## config.mk

```make
export PLATFORM = sky130hd
export DESIGN_NAME = brick_grid_collider
export DESIGN_NICKNAME = d
export VERILOG_FILES = /design/src/rtl/brick_pkg.sv /design/src/rtl/aabb_overlap.sv /design/src/rtl/brick_grid_collider.sv
export SDC_FILE = /design/constraint.sdc
export NUM_CORES = 1
export LEC_CHECK = 0
export CAP_MARGIN = 40
export CORE_MARGIN = 3
export CORE_UTILIZATION = 45
export DETAILED_ROUTE_END_ITERATION = 10
export GPL_TIMING_DRIVEN = 0
export HOLD_SLACK_MARGIN = 0.02
export PLACE_DENSITY = 0.62
export SYNTH_ARGS = -nofsm -noshare
export SYNTH_HDL_FRONTEND = slang
export SYNTH_HIERARCHICAL = 1
export SYNTH_SLANG_ARGS = --single-unit
```

## constraint.sdc

```tcl
create_clock -name clk -period 8.1 [get_ports clk]
set_input_delay 2.43 -clock clk [delete_from_list [all_inputs] [get_ports clk]]
set_output_delay 2.43 -clock clk [all_outputs]
set_load 0.01 [all_outputs]
```

## src/rtl/brick_pkg.sv

```systemverilog
// Shared constants for the brick grid collider: paddle zone codes, FSM state codes,
// default brick pitch and a constant-evaluable ceil(log2) helper.
package brick_pkg;

  localparam logic [1:0] ZONE_LEFT   = 2'd0;
  localparam logic [1:0] ZONE_CENTRE = 2'd1;
  localparam logic [1:0] ZONE_RIGHT  = 2'd2;

  localparam logic [1:0] ST_IDLE   = 2'd0;
  localparam logic [1:0] ST_SCAN   = 2'd1;
  localparam logic [1:0] ST_REPORT = 2'd2;

  localparam int DEF_PITCH_X = 128;
  localparam int DEF_PITCH_Y = 24;

  function automatic int clog2(input int v);
    int r;
    r = 0;
    while ((1 << r) < v) r++;
    return r;
  endfunction

endpackage

```

## src/rtl/aabb_overlap.sv

```systemverilog
// Strict-inequality axis-aligned box overlap with per-axis penetration depths.
// Sums are one bit wider than the inputs so a box near the top of the range never wraps.
module aabb_overlap #(
  parameter int W = 10
) (
  input  logic [W-1:0] a_x_i,
  input  logic [W-1:0] a_y_i,
  input  logic [W-1:0] a_w_i,
  input  logic [W-1:0] a_h_i,
  input  logic [W-1:0] b_x_i,
  input  logic [W-1:0] b_y_i,
  input  logic [W-1:0] b_w_i,
  input  logic [W-1:0] b_h_i,
  output logic         overlap_o,
  output logic [W:0]   ox_o,
  output logic [W:0]   oy_o
);

  logic [W:0] a_l, a_t, a_r, a_b;
  logic [W:0] b_l, b_t, b_r, b_b;
  logic [W:0] right_min, left_max, bot_min, top_max;
  logic       nonempty;

  always_comb begin
    a_l = {1'b0, a_x_i};
    a_t = {1'b0, a_y_i};
    b_l = {1'b0, b_x_i};
    b_t = {1'b0, b_y_i};
    a_r = a_l + {1'b0, a_w_i};
    a_b = a_t + {1'b0, a_h_i};
    b_r = b_l + {1'b0, b_w_i};
    b_b = b_t + {1'b0, b_h_i};
    // A zero-size box has no interior; without this a strict test could still pass.
    nonempty  = (a_w_i != '0) && (a_h_i != '0) && (b_w_i != '0) && (b_h_i != '0);
    overlap_o = nonempty && (a_l < b_r) && (b_l < a_r) && (a_t < b_b) && (b_t < a_b);
    right_min = (a_r < b_r) ? a_r : b_r;
    left_max  = (a_l > b_l) ? a_l : b_l;
    bot_min   = (a_b < b_b) ? a_b : b_b;
    top_max   = (a_t > b_t) ? a_t : b_t;
    ox_o      = right_min - left_max;
    oy_o      = bot_min - top_max;
  end

endmodule

```

## src/rtl/brick_grid_collider.sv

```systemverilog
// Frame-based ball/brick/paddle collider: one brick per cycle sequential scan of a
// ROWS x COLS grid, clearing the first struck live brick and reporting bounce axes.
module brick_grid_collider
  import brick_pkg::*;
#(
  parameter int COLS    = 5,
  parameter int ROWS    = 2,
  parameter int PITCH_X = DEF_PITCH_X,
  parameter int PITCH_Y = DEF_PITCH_Y,
  parameter int W       = 10,
  localparam int N      = ROWS * COLS,
  localparam int IDX_W  = (N > 1) ? clog2(N) : 1,
  localparam int CNT_W  = clog2(N + 1)
) (
  input  logic             clk,
  input  logic             rst,
  input  logic             start,
  input  logic             load_level,
  input  logic [N-1:0]     level_mask,
  input  logic [W-1:0]     grid_x,
  input  logic [W-1:0]     grid_y,
  input  logic [W-1:0]     block_w,
  input  logic [W-1:0]     block_h,
  input  logic [W-1:0]     ball_x,
  input  logic [W-1:0]     ball_y,
  input  logic [W-1:0]     ball_w,
  input  logic [W-1:0]     ball_h,
  input  logic [W-1:0]     paddle_x,
  input  logic [W-1:0]     paddle_y,
  input  logic [W-1:0]     paddle_w,
  input  logic [W-1:0]     paddle_h,
  output logic             busy,
  output logic             done,
  output logic             hit_valid,
  output logic [IDX_W-1:0] hit_idx,
  output logic             flip_x,
  output logic             flip_y,
  output logic             paddle_hit,
  output logic [1:0]       paddle_zone,
  output logic [N-1:0]     alive,
  output logic [CNT_W-1:0] bricks_left,
  output logic             all_clear,
  output logic [1:0]       state_dbg
);

  // start is a one-cycle request honoured only in IDLE; done is a one-cycle
  // completion pulse and the hit/paddle results stay stable until the next accepted start.

  localparam logic [W:0] STEP_X = (W + 1)'(PITCH_X);
  localparam logic [W:0] STEP_Y = (W + 1)'(PITCH_Y);

  logic [1:0]       state_q, state_d;
  logic [IDX_W-1:0] idx_q, idx_d;
  logic [IDX_W-1:0] col_q, col_d;
  logic [W:0]       x_q, x_d, y_q, y_d;
  logic [W-1:0]     gx_q, gx_d, bw_q, bw_d, bh_q, bh_d;
  logic [W-1:0]     bx_q, bx_d, by_q, by_d, bwid_q, bwid_d, bht_q, bht_d;
  logic [N-1:0]     alive_q, alive_d;
  logic [CNT_W-1:0] left_q, left_d;
  logic             hit_valid_q, hit_valid_d;
  logic [IDX_W-1:0] hit_idx_q, hit_idx_d;
  logic             flip_x_q, flip_x_d, flip_y_q, flip_y_d;
  logic             phit_q, phit_d;
  logic [1:0]       pzone_q, pzone_d;

  logic             brick_ovl, pad_ovl;
  logic [W+1:0]     brick_ox, brick_oy;
  logic [W:0]       pad_ox, pad_oy;
  logic             unused_pad_depth;
  logic [W+1:0]     cx, px_ext, rel;
  logic [W+2:0]     rel3, pw1, pw2;
  logic [1:0]       zone_c;

  function automatic logic [CNT_W-1:0] popcount(input logic [N-1:0] v);
    logic [CNT_W-1:0] c;
    c = '0;
    for (int i = 0; i < N; i++) c = c + CNT_W'(v[i]);
    return c;
  endfunction

  // Brick test runs at W+1 bits because the running origin may exceed the W-bit range.
  aabb_overlap #(.W(W + 1)) u_brick_ovl (
    .a_x_i    ({1'b0, bx_q}),
    .a_y_i    ({1'b0, by_q}),
    .a_w_i    ({1'b0, bwid_q}),
    .a_h_i    ({1'b0, bht_q}),
    .b_x_i    (x_q),
    .b_y_i    (y_q),
    .b_w_i    ({1'b0, bw_q}),
    .b_h_i    ({1'b0, bh_q}),
    .overlap_o(brick_ovl),
    .ox_o     (brick_ox),
    .oy_o     (brick_oy)
  );

  aabb_overlap #(.W(W)) u_paddle_ovl (
    .a_x_i    (ball_x),
    .a_y_i    (ball_y),
    .a_w_i    (ball_w),
    .a_h_i    (ball_h),
    .b_x_i    (paddle_x),
    .b_y_i    (paddle_y),
    .b_w_i    (paddle_w),
    .b_h_i    (paddle_h),
    .overlap_o(pad_ovl),
    .ox_o     (pad_ox),
    .oy_o     (pad_oy)
  );

  assign unused_pad_depth = ^{pad_ox, pad_oy};

  // Thirds compared as 3*(cx - px) against w and 2w, so no divider is needed.
  always_comb begin
    cx     = {2'b00, ball_x} + {3'b000, ball_w[W-1:1]};
    px_ext = {2'b00, paddle_x};
    rel    = cx - px_ext;
    rel3   = {1'b0, rel} + {rel, 1'b0};
    pw1    = {3'b000, paddle_w};
    pw2    = {2'b00, paddle_w, 1'b0};
    zone_c = ZONE_CENTRE;
    if (cx < px_ext)      zone_c = ZONE_LEFT;
    else if (rel3 < pw1)  zone_c = ZONE_LEFT;
    else if (rel3 >= pw2) zone_c = ZONE_RIGHT;
  end

  always_comb begin
    state_d     = state_q;
    idx_d       = idx_q;
    col_d       = col_q;
    x_d         = x_q;
    y_d         = y_q;
    gx_d        = gx_q;
    bw_d        = bw_q;
    bh_d        = bh_q;
    bx_d        = bx_q;
    by_d        = by_q;
    bwid_d      = bwid_q;
    bht_d       = bht_q;
    alive_d     = alive_q;
    left_d      = left_q;
    hit_valid_d = hit_valid_q;
    hit_idx_d   = hit_idx_q;
    flip_x_d    = flip_x_q;
    flip_y_d    = flip_y_q;
    phit_d      = phit_q;
    pzone_d     = pzone_q;

    case (state_q)
      ST_IDLE: begin
        if (start && !load_level) begin
          state_d     = ST_SCAN;
          idx_d       = '0;
          col_d       = '0;
          x_d         = {1'b0, grid_x};
          y_d         = {1'b0, grid_y};
          gx_d        = grid_x;
          bw_d        = block_w;
          bh_d        = block_h;
          bx_d        = ball_x;
          by_d        = ball_y;
          bwid_d      = ball_w;
          bht_d       = ball_h;
          hit_valid_d = 1'b0;
          hit_idx_d   = '0;
          flip_x_d    = 1'b0;
          flip_y_d    = 1'b0;
          phit_d      = pad_ovl;
          pzone_d     = zone_c;
        end
      end
      ST_SCAN: begin
        if (!hit_valid_q && alive_q[idx_q] && brick_ovl) begin
          hit_valid_d     = 1'b1;
          hit_idx_d       = idx_q;
          alive_d[idx_q]  = 1'b0;
          left_d          = left_q - 1'b1;
          flip_x_d        = (brick_ox <= brick_oy);
          flip_y_d        = (brick_oy <= brick_ox);
        end
        idx_d = idx_q + 1'b1;
        if (col_q == IDX_W'(COLS - 1)) begin
          col_d = '0;
          x_d   = {1'b0, gx_q};
          y_d   = y_q + STEP_Y;
        end else begin
          col_d = col_q + 1'b1;
          x_d   = x_q + STEP_X;
        end
        if (idx_q == IDX_W'(N - 1)) state_d = ST_REPORT;
      end
      ST_REPORT: state_d = ST_IDLE;
      default:   state_d = ST_IDLE;
    endcase

    // A level load overrides everything, including an in-flight scan.
    if (load_level) begin
      alive_d = level_mask;
      left_d  = popcount(level_mask);
      state_d = ST_IDLE;
    end
  end

  always_ff @(posedge clk) begin
    if (!rst) begin
      state_q     <= ST_IDLE;
      idx_q       <= '0;
      col_q       <= '0;
      x_q         <= '0;
      y_q         <= '0;
      gx_q        <= '0;
      bw_q        <= '0;
      bh_q        <= '0;
      bx_q        <= '0;
      by_q        <= '0;
      bwid_q      <= '0;
      bht_q       <= '0;
      alive_q     <= '0;
      left_q      <= '0;
      hit_valid_q <= 1'b0;
      hit_idx_q   <= '0;
      flip_x_q    <= 1'b0;
      flip_y_q    <= 1'b0;
      phit_q      <= 1'b0;
      pzone_q     <= ZONE_CENTRE;
    end else begin
      state_q     <= state_d;
      idx_q       <= idx_d;
      col_q       <= col_d;
      x_q         <= x_d;
      y_q         <= y_d;
      gx_q        <= gx_d;
      bw_q        <= bw_d;
      bh_q        <= bh_d;
      bx_q        <= bx_d;
      by_q        <= by_d;
      bwid_q      <= bwid_d;
      bht_q       <= bht_d;
      alive_q     <= alive_d;
      left_q      <= left_d;
      hit_valid_q <= hit_valid_d;
      hit_idx_q   <= hit_idx_d;
      flip_x_q    <= flip_x_d;
      flip_y_q    <= flip_y_d;
      phit_q      <= phit_d;
      pzone_q     <= pzone_d;
    end
  end

  assign busy        = (state_q != ST_IDLE);
  assign done        = (state_q == ST_REPORT);
  assign hit_valid   = hit_valid_q;
  assign hit_idx     = hit_idx_q;
  assign flip_x      = flip_x_q;
  assign flip_y      = flip_y_q;
  assign paddle_hit  = phit_q;
  assign paddle_zone = pzone_q;
  assign alive       = alive_q;
  assign bricks_left = left_q;
  assign all_clear   = (alive_q == '0);
  assign state_dbg   = state_q;

endmodule

```

# After elaboration in Yosys (flattened, before gate mapping)
# Cells that the tools add are included.
word_totals:
  input_bits: 134
  ff_bits: 126
  output_inout_bits: 29
op_classes:
  reduce_logical: 41
  eq_ne: 8
  order_cmp: 19
  mux: 39
  add_sub_neg: 27
  n_bitwise: 3
op_table:
  columns: ["operator", "n"]
  rows:
  - ["$add A10 B10 Y11", 6]
  - ["$mux W11", 6]
  - ["$lt A10 B11 Y1", 4]
  - ["$pmux W11 S2", 2]
  - ["$reduce_bool A11 Y1", 4]
  - ["$reduce_bool A10 Y1", 4]
  - ["$mux W10", 3]
  - ["$add A11 B10 Y12", 2]
  - ["$add A4 B1 Y4", 6]
  - ["$le A12 B12 Y1", 2]
  - ["$lt A10 B12 Y1", 2]
  - ["$lt A11 B12 Y1", 2]
  - ["$lt A12 B12 Y1", 2]
  - ["$mux W12", 2]
  - ["$mux W4", 6]
  - ["$pmux W4 S2", 3]
  - ["$sub A12 B12 Y12", 2]
  - ["$gt A10 B11 Y1", 2]
  - ["$logic_and A1 B1 Y1", 18]
  - ["$add A12 B13 Y13", 1]
  - ["$ge A13 B11 Y1", 1]
  - ["$lt A13 B10 Y1", 1]
  - ["$sub A11 B10 Y12", 1]
  - ["$add A10 B9 Y11", 1]
  - ["other kinds (31)", 54]

# Depth between registers and ports, before layout
logic_depth:
  ltp_word: 12
  depth_mapped: 37

# By module
# Netlist, hierarchy kept.
by_module_without_submodules:
  columns: ["module", "n_inst", "cells_per_inst", "area_per_inst_um2", "seq_area_each_um2"]
  rows:
  - ["brick_grid_collider", 1, 957, 7357.1, 2522.4]
  - ["aabb_overlap at u_brick_ovl", 1, 653, 5083.6, 0.0]
  - ["aabb_overlap at u_paddle_ovl", 1, 587, 4500.6, 0.0]

# Worst setup path before layout
# OpenSTA, ideal clock, no wires.
synth_timing:
  path_kind: "register to register"
  startpoint: "reg x_q[0]"
  endpoint: "reg flip_y_q (netlist: flip_y)"
  path_buffers: 2
  period_less_slack_ns: 6.828
  slack_ns: 1.272
  t_arrival_ns: 6.696
  setup_time_ns: 0.133
  path_stages_with_launch: 38
  cell_sequence: "dfxtp_1 -> ha_1 -> fa_1 -> a21o_1 -> a21oi_1 -> o21bai_1 -> a21oi_1 -> xor2_1 -> ha_1 -> and3_1 -> a221oi_1 -> o21ai_0 -> a31o_2 -> maj3_2 -> maj3_2 -> a21o_1 -> buf_6 -> buf_6 -> (+2 left out) -> nor2b_1 -> o21ai_0 -> a21boi_0 -> o21ai_0 -> a21boi_0 -> o21a_1 -> o21ai_0 -> nand2b_1 -> a21oi_1 -> xnor2_1 -> inv_1 -> ha_1 -> nand3_1 -> nor2_1 -> nand2_1 -> o221ai_1 -> o21a_1 -> o22ai_1"
synth_between:
  word_cells_on_any_way: 18
synth_rtl:
  columns: ["item", "line_no", "rtl"]
  rows:
  - ["from (decl)", "brick_grid_collider.sv:55", "logic [W:0] x_q, x_d, y_q, y_d;"]
  - ["from (signal assigned)", "brick_grid_collider.sv:208", "x_q <= '0;"]
  - ["from (signal assigned)", "brick_grid_collider.sv:229", "x_q <= x_d;"]
  - ["$add A11 B10 Y12", "aabb_overlap.sv:31", "b_r = b_l + {1'b0, b_w_i};"]
  - ["$lt A12 B12 Y1", "aabb_overlap.sv:36", "right_min = (a_r < b_r) ? a_r : b_r;"]
  - ["$mux W12", "aabb_overlap.sv:36", null]
  - ["$sub A12 B12 Y12 (*)", "aabb_overlap.sv:40", "ox_o = right_min - left_max;"]
  - ["net brick_ox[10]", "brick_grid_collider.sv:67", "logic [W+1:0] brick_ox, brick_oy;"]
  - ["$le A12 B12 Y1 (*)", "brick_grid_collider.sv:178", "flip_y_d = (brick_oy <= brick_ox);"]
  - ["$mux W1 (*)", "brick_grid_collider.sv:172", "if (!hit_valid_q && alive_q[idx_q] && brick_ovl) begin"]
  - ["$pmux W1 S2 (*)", "brick_grid_collider.sv:148", "case (state_q)"]
  - ["to (signal assigned)", "brick_grid_collider.sv:243", "flip_y_q <= flip_y_d;"]
  - ["to (decl)", "brick_grid_collider.sv:62", "logic flip_x_q, flip_x_d, flip_y_q, flip_y_d;"]
# Mark *: on every way through the listed nets, which the timed path passes. The rest lies on a longest branch. The select of a mux whose other input is x is not followed.
# A chain may end at the register's enable or synchronous reset.

# Worst setup path in the final report
layout_timing:
  startpoint: "reg x_q[0]"
  endpoint: "reg flip_x_q (netlist: flip_x)"
layout_between:
  word_cells_on_any_way: 18
layout_rtl:
  columns: ["item", "line_no", "rtl"]
  rows:
  - ["$add A11 B10 Y12", "aabb_overlap.sv:31", null]
  - ["$lt A12 B12 Y1", "aabb_overlap.sv:36", null]
  - ["$mux W12", "aabb_overlap.sv:36", null]
  - ["$sub A12 B12 Y12 (*)", "aabb_overlap.sv:40", null]
  - ["net brick_ox[10]", "brick_grid_collider.sv:67", null]
  - ["$le A12 B12 Y1 (*)", "brick_grid_collider.sv:177", "flip_x_d = (brick_ox <= brick_oy);"]
  - ["$mux W1 (*)", "brick_grid_collider.sv:172", null]
  - ["$pmux W1 S2 (*)", "brick_grid_collider.sv:148", null]
  - ["to (signal assigned)", "brick_grid_collider.sv:242", "flip_x_q <= flip_x_d;"]
  - ["to (decl)", "brick_grid_collider.sv:62", null]
# Marks and branches as above.

==> impl_metrics.env <==
export IMPL_max_clock_freq_ghz=0.130
export IMPL_min_period_ns=7.70
export IMPL_firstDrtPassIters=5
export IMPL_power_total_mw=3.67
export IMPL_cts_buffer_depth=2
export IMPL_grt_overflow=0
export IMPL_areaGrowthSynthToFinish_pct=19.1
export IMPL_cp_slowest_cell="fa_1"
export IMPL_dp_cells=2527
export IMPL_min_from="gx_q[4]"
export IMPL_die_area_um2=35200
export IMPL_min_period_over_period_pct=95.1
export IMPL_min_to="gx_q[4]"
export IMPL_syn_inst=1916
export IMPL_fp_row_count=65
export IMPL_ctsHoldBuffers=0
export IMPL_layout_drive_gt1_share_pct=3.67
export IMPL_top_regs="x_q x11, y_q x11"
export IMPL_status="finished, final reports clean"
export IMPL_yosys_warnings=6
export IMPL_hold_depth=2
export IMPL_diodes=0
export IMPL_wl_per_cell_um=17.5
export IMPL_worstMarginPinSlew_ns=0.836
export IMPL_grt_util_met2_pct=42.0
export IMPL_grt_max_degree=17
export IMPL_cp_arrival_ns=8.01
export IMPL_avgSynthCellArea_um2=7.74
export IMPL_max_slew_margin_pct=44.3
export IMPL_finalSetupViolations=0
export IMPL_drc=0
export IMPL_p_sw_mw=1.55
export IMPL_grtUsageMet3_pct=3.85
export IMPL_combPwrFrac_pct=59.1
export IMPL_grt_pass1_vias=14000
export IMPL_antenna_found_initial=3
export IMPL_post_cts_setup_buffers=0
export IMPL_routabilityCongestion=0.913
export IMPL_start_kind="register"
export IMPL_clk_pin_slew_ns=0.06
export IMPL_track_usage_pct=25.2
export IMPL_grt_first_pass_wirelength_mm=72.2
export IMPL_htreeDepth=4
export IMPL_cellPowerDensity_nw_per_um2=208
export IMPL_cp_end_kind="register"
export IMPL_die_w_um=188
export IMPL_numClockSinks=126
export IMPL_clkPwrFrac_pct=21.8
export IMPL_slowest_delay_ns=0.41
export IMPL_power_internal_mw=2.12
export IMPL_antenna_left=0
export IMPL_finalNonFillerCells=2559
export IMPL_r2r_cells=36
export IMPL_cts_repair_resized=0
export IMPL_routed_wl_mm=44.8
export IMPL_dpl_hpwl_mm=37.6
export IMPL_die_y_um=188
export IMPL_crit_family="compound AO/OA/AOI/OAI gates"
export IMPL_hp_class="reg -> reg"
export IMPL_drtIter0Drc=745
export IMPL_sw_frac_of_total_pct=42.3
export IMPL_start_util_pct=46.3
export IMPL_ctsRootBufferMaster="clkbuf_16"
export IMPL_io_buffers=160
export IMPL_syn_area_um2=14800
export IMPL_r2r_end="flip_x"
export IMPL_worst_path_max_fanout=10
export IMPL_io_pins=163
export IMPL_met1_usage_pct=34.3
export IMPL_cp_common_cell="ha_1"
export IMPL_final_setup_tns_ns=0
export IMPL_p_leak_nw=7.74
export IMPL_viasPerCell=5.55
export IMPL_cts_buffers=17
export IMPL_final_nets=2548
export IMPL_finalHoldViolations=0
export IMPL_finalWorstSetupSlack_ns=0.400
export IMPL_clock_latency_ns=0.44
export IMPL_drv_cap=0
export IMPL_cp_required_ns=8.41
export IMPL_whs_ns=0.457
export IMPL_place_ws_ns=0.0730
export IMPL_p_seq_share_pct=19.1
export IMPL_path_buf_inv=3
export IMPL_vdd_drop_max_mv=0.294
export IMPL_vias=14200
export IMPL_core_area_um2=32000
export IMPL_critPathKind="reg -> reg"
export IMPL_cts_tree="done"
export IMPL_fin_worst_skew_ns=0.0132
export IMPL_r2r_start="x_q[0]"
export IMPL_slew_viol_final=0
export IMPL_r2r_slack_ns=0.40
export IMPL_busiest_layer="met2"
[layer usage]
metal  vias to the layer above  wire [µm]
met5                         -         39
met3                        53       2030
met1                      6592      21700
met4                         6        886
met2                       317      20200
li1                       7224          -
[power by group through the flow]
stage	Clock, mW	Sequential (mW)	Combinational, mW
2_1_floorplan	0	0.698	1.58
3_3_place_gp	0	0.713	2.09
3_5_place_dp	0	0.713	2.13
4_1_cts	0.813	0.699	2.15
5_1_grt	0.838	0.705	2.46
6_report	0.801	0.700	2.17
[worst max path at each step]
stage | start | end | slack, ns | cells after the start
finish | x_q[0] | flip_x | 0.40 | 36
global route | x_q[0] | flip_y | -0.03 | 37
CTS | x_q[0] | flip_x | 0.02 | 36
detailed placement | x_q[0] | flip_x | 0.07 | 36
global placement | ball_w[1] | paddle_zone[0] | 0.19 | 26
floorplan | x_q[0] | flip_y | 1.27 | 37
[cell type report]
class | instances | area, µm²
Timing Repair Buffer | 160 | 1600
Inverter | 154 | 578
Clock buffer | 19 | 453
Sequential cell | 126 | 2520
Buffer | 55 | 235
Tap cell | 435 | 544
Clock inverter | 13 | 153
Multi-Input combinational cell | 1597 | 11600
Fill cell | 3075 | 14400
[stage by stage]
step	util, %	instance area, µm²
6_report	55.1	17700
5_1_grt	55.1	17700
4_1_cts	55.1	17600
3_5_place_dp	53.2	17000
3_3_place_gp	53.2	17000
2_1_floorplan	-	14900
[cells in the final DEF, fill, tap and decap left out, types with 13 or more instances in the layout]
| cell type | instances |
|---|---|
| xnor2_1 | 75 |
| o21ai_1 | 16 |
| nand3_1 | 55 |
| fa_1 | 19 |
| a21o_1 | 52 |
| o2111ai_1 | 14 |
| nand2b_1 | 27 |
| clkdlybuf4s50_1 | 160 |
| nor2b_1 | 35 |
| nand4_1 | 15 |
| ha_1 | 284 |
| xor2_1 | 34 |
| dfxtp_1 | 126 |
| nor4_1 | 25 |
| nand2_1 | 242 |
| nor3_1 | 38 |
| o21a_1 | 21 |
| a21oi_1 | 208 |
| inv_1 | 154 |
| a31oi_1 | 13 |
| a211oi_1 | 19 |
| conb_1 | 17 |
| o21ai_0 | 56 |
| o211ai_1 | 13 |
| nor2_1 | 125 |
| o21bai_1 | 18 |
| clkbuf_1 | 35 |
| mux2i_1 | 45 |
| clkbuf_16 | 17 |
[worst reg2reg max path: cells and delay by family, from the launching register on]
kind / cells / cell delay, ns
muxes: 1 / 0.14
xor gates and xnor gates: 2 / 0.35
and+or+nand+nor: 4 / 0.69
DFF: 1 / 0.39
AOI/OAI and AO/OA: 19 / 3.41
adders and majority gates: 7 / 2.25
buffers and inverters: 3 / 0.35
No activity file was read; power rests on OpenSTA's default activity.
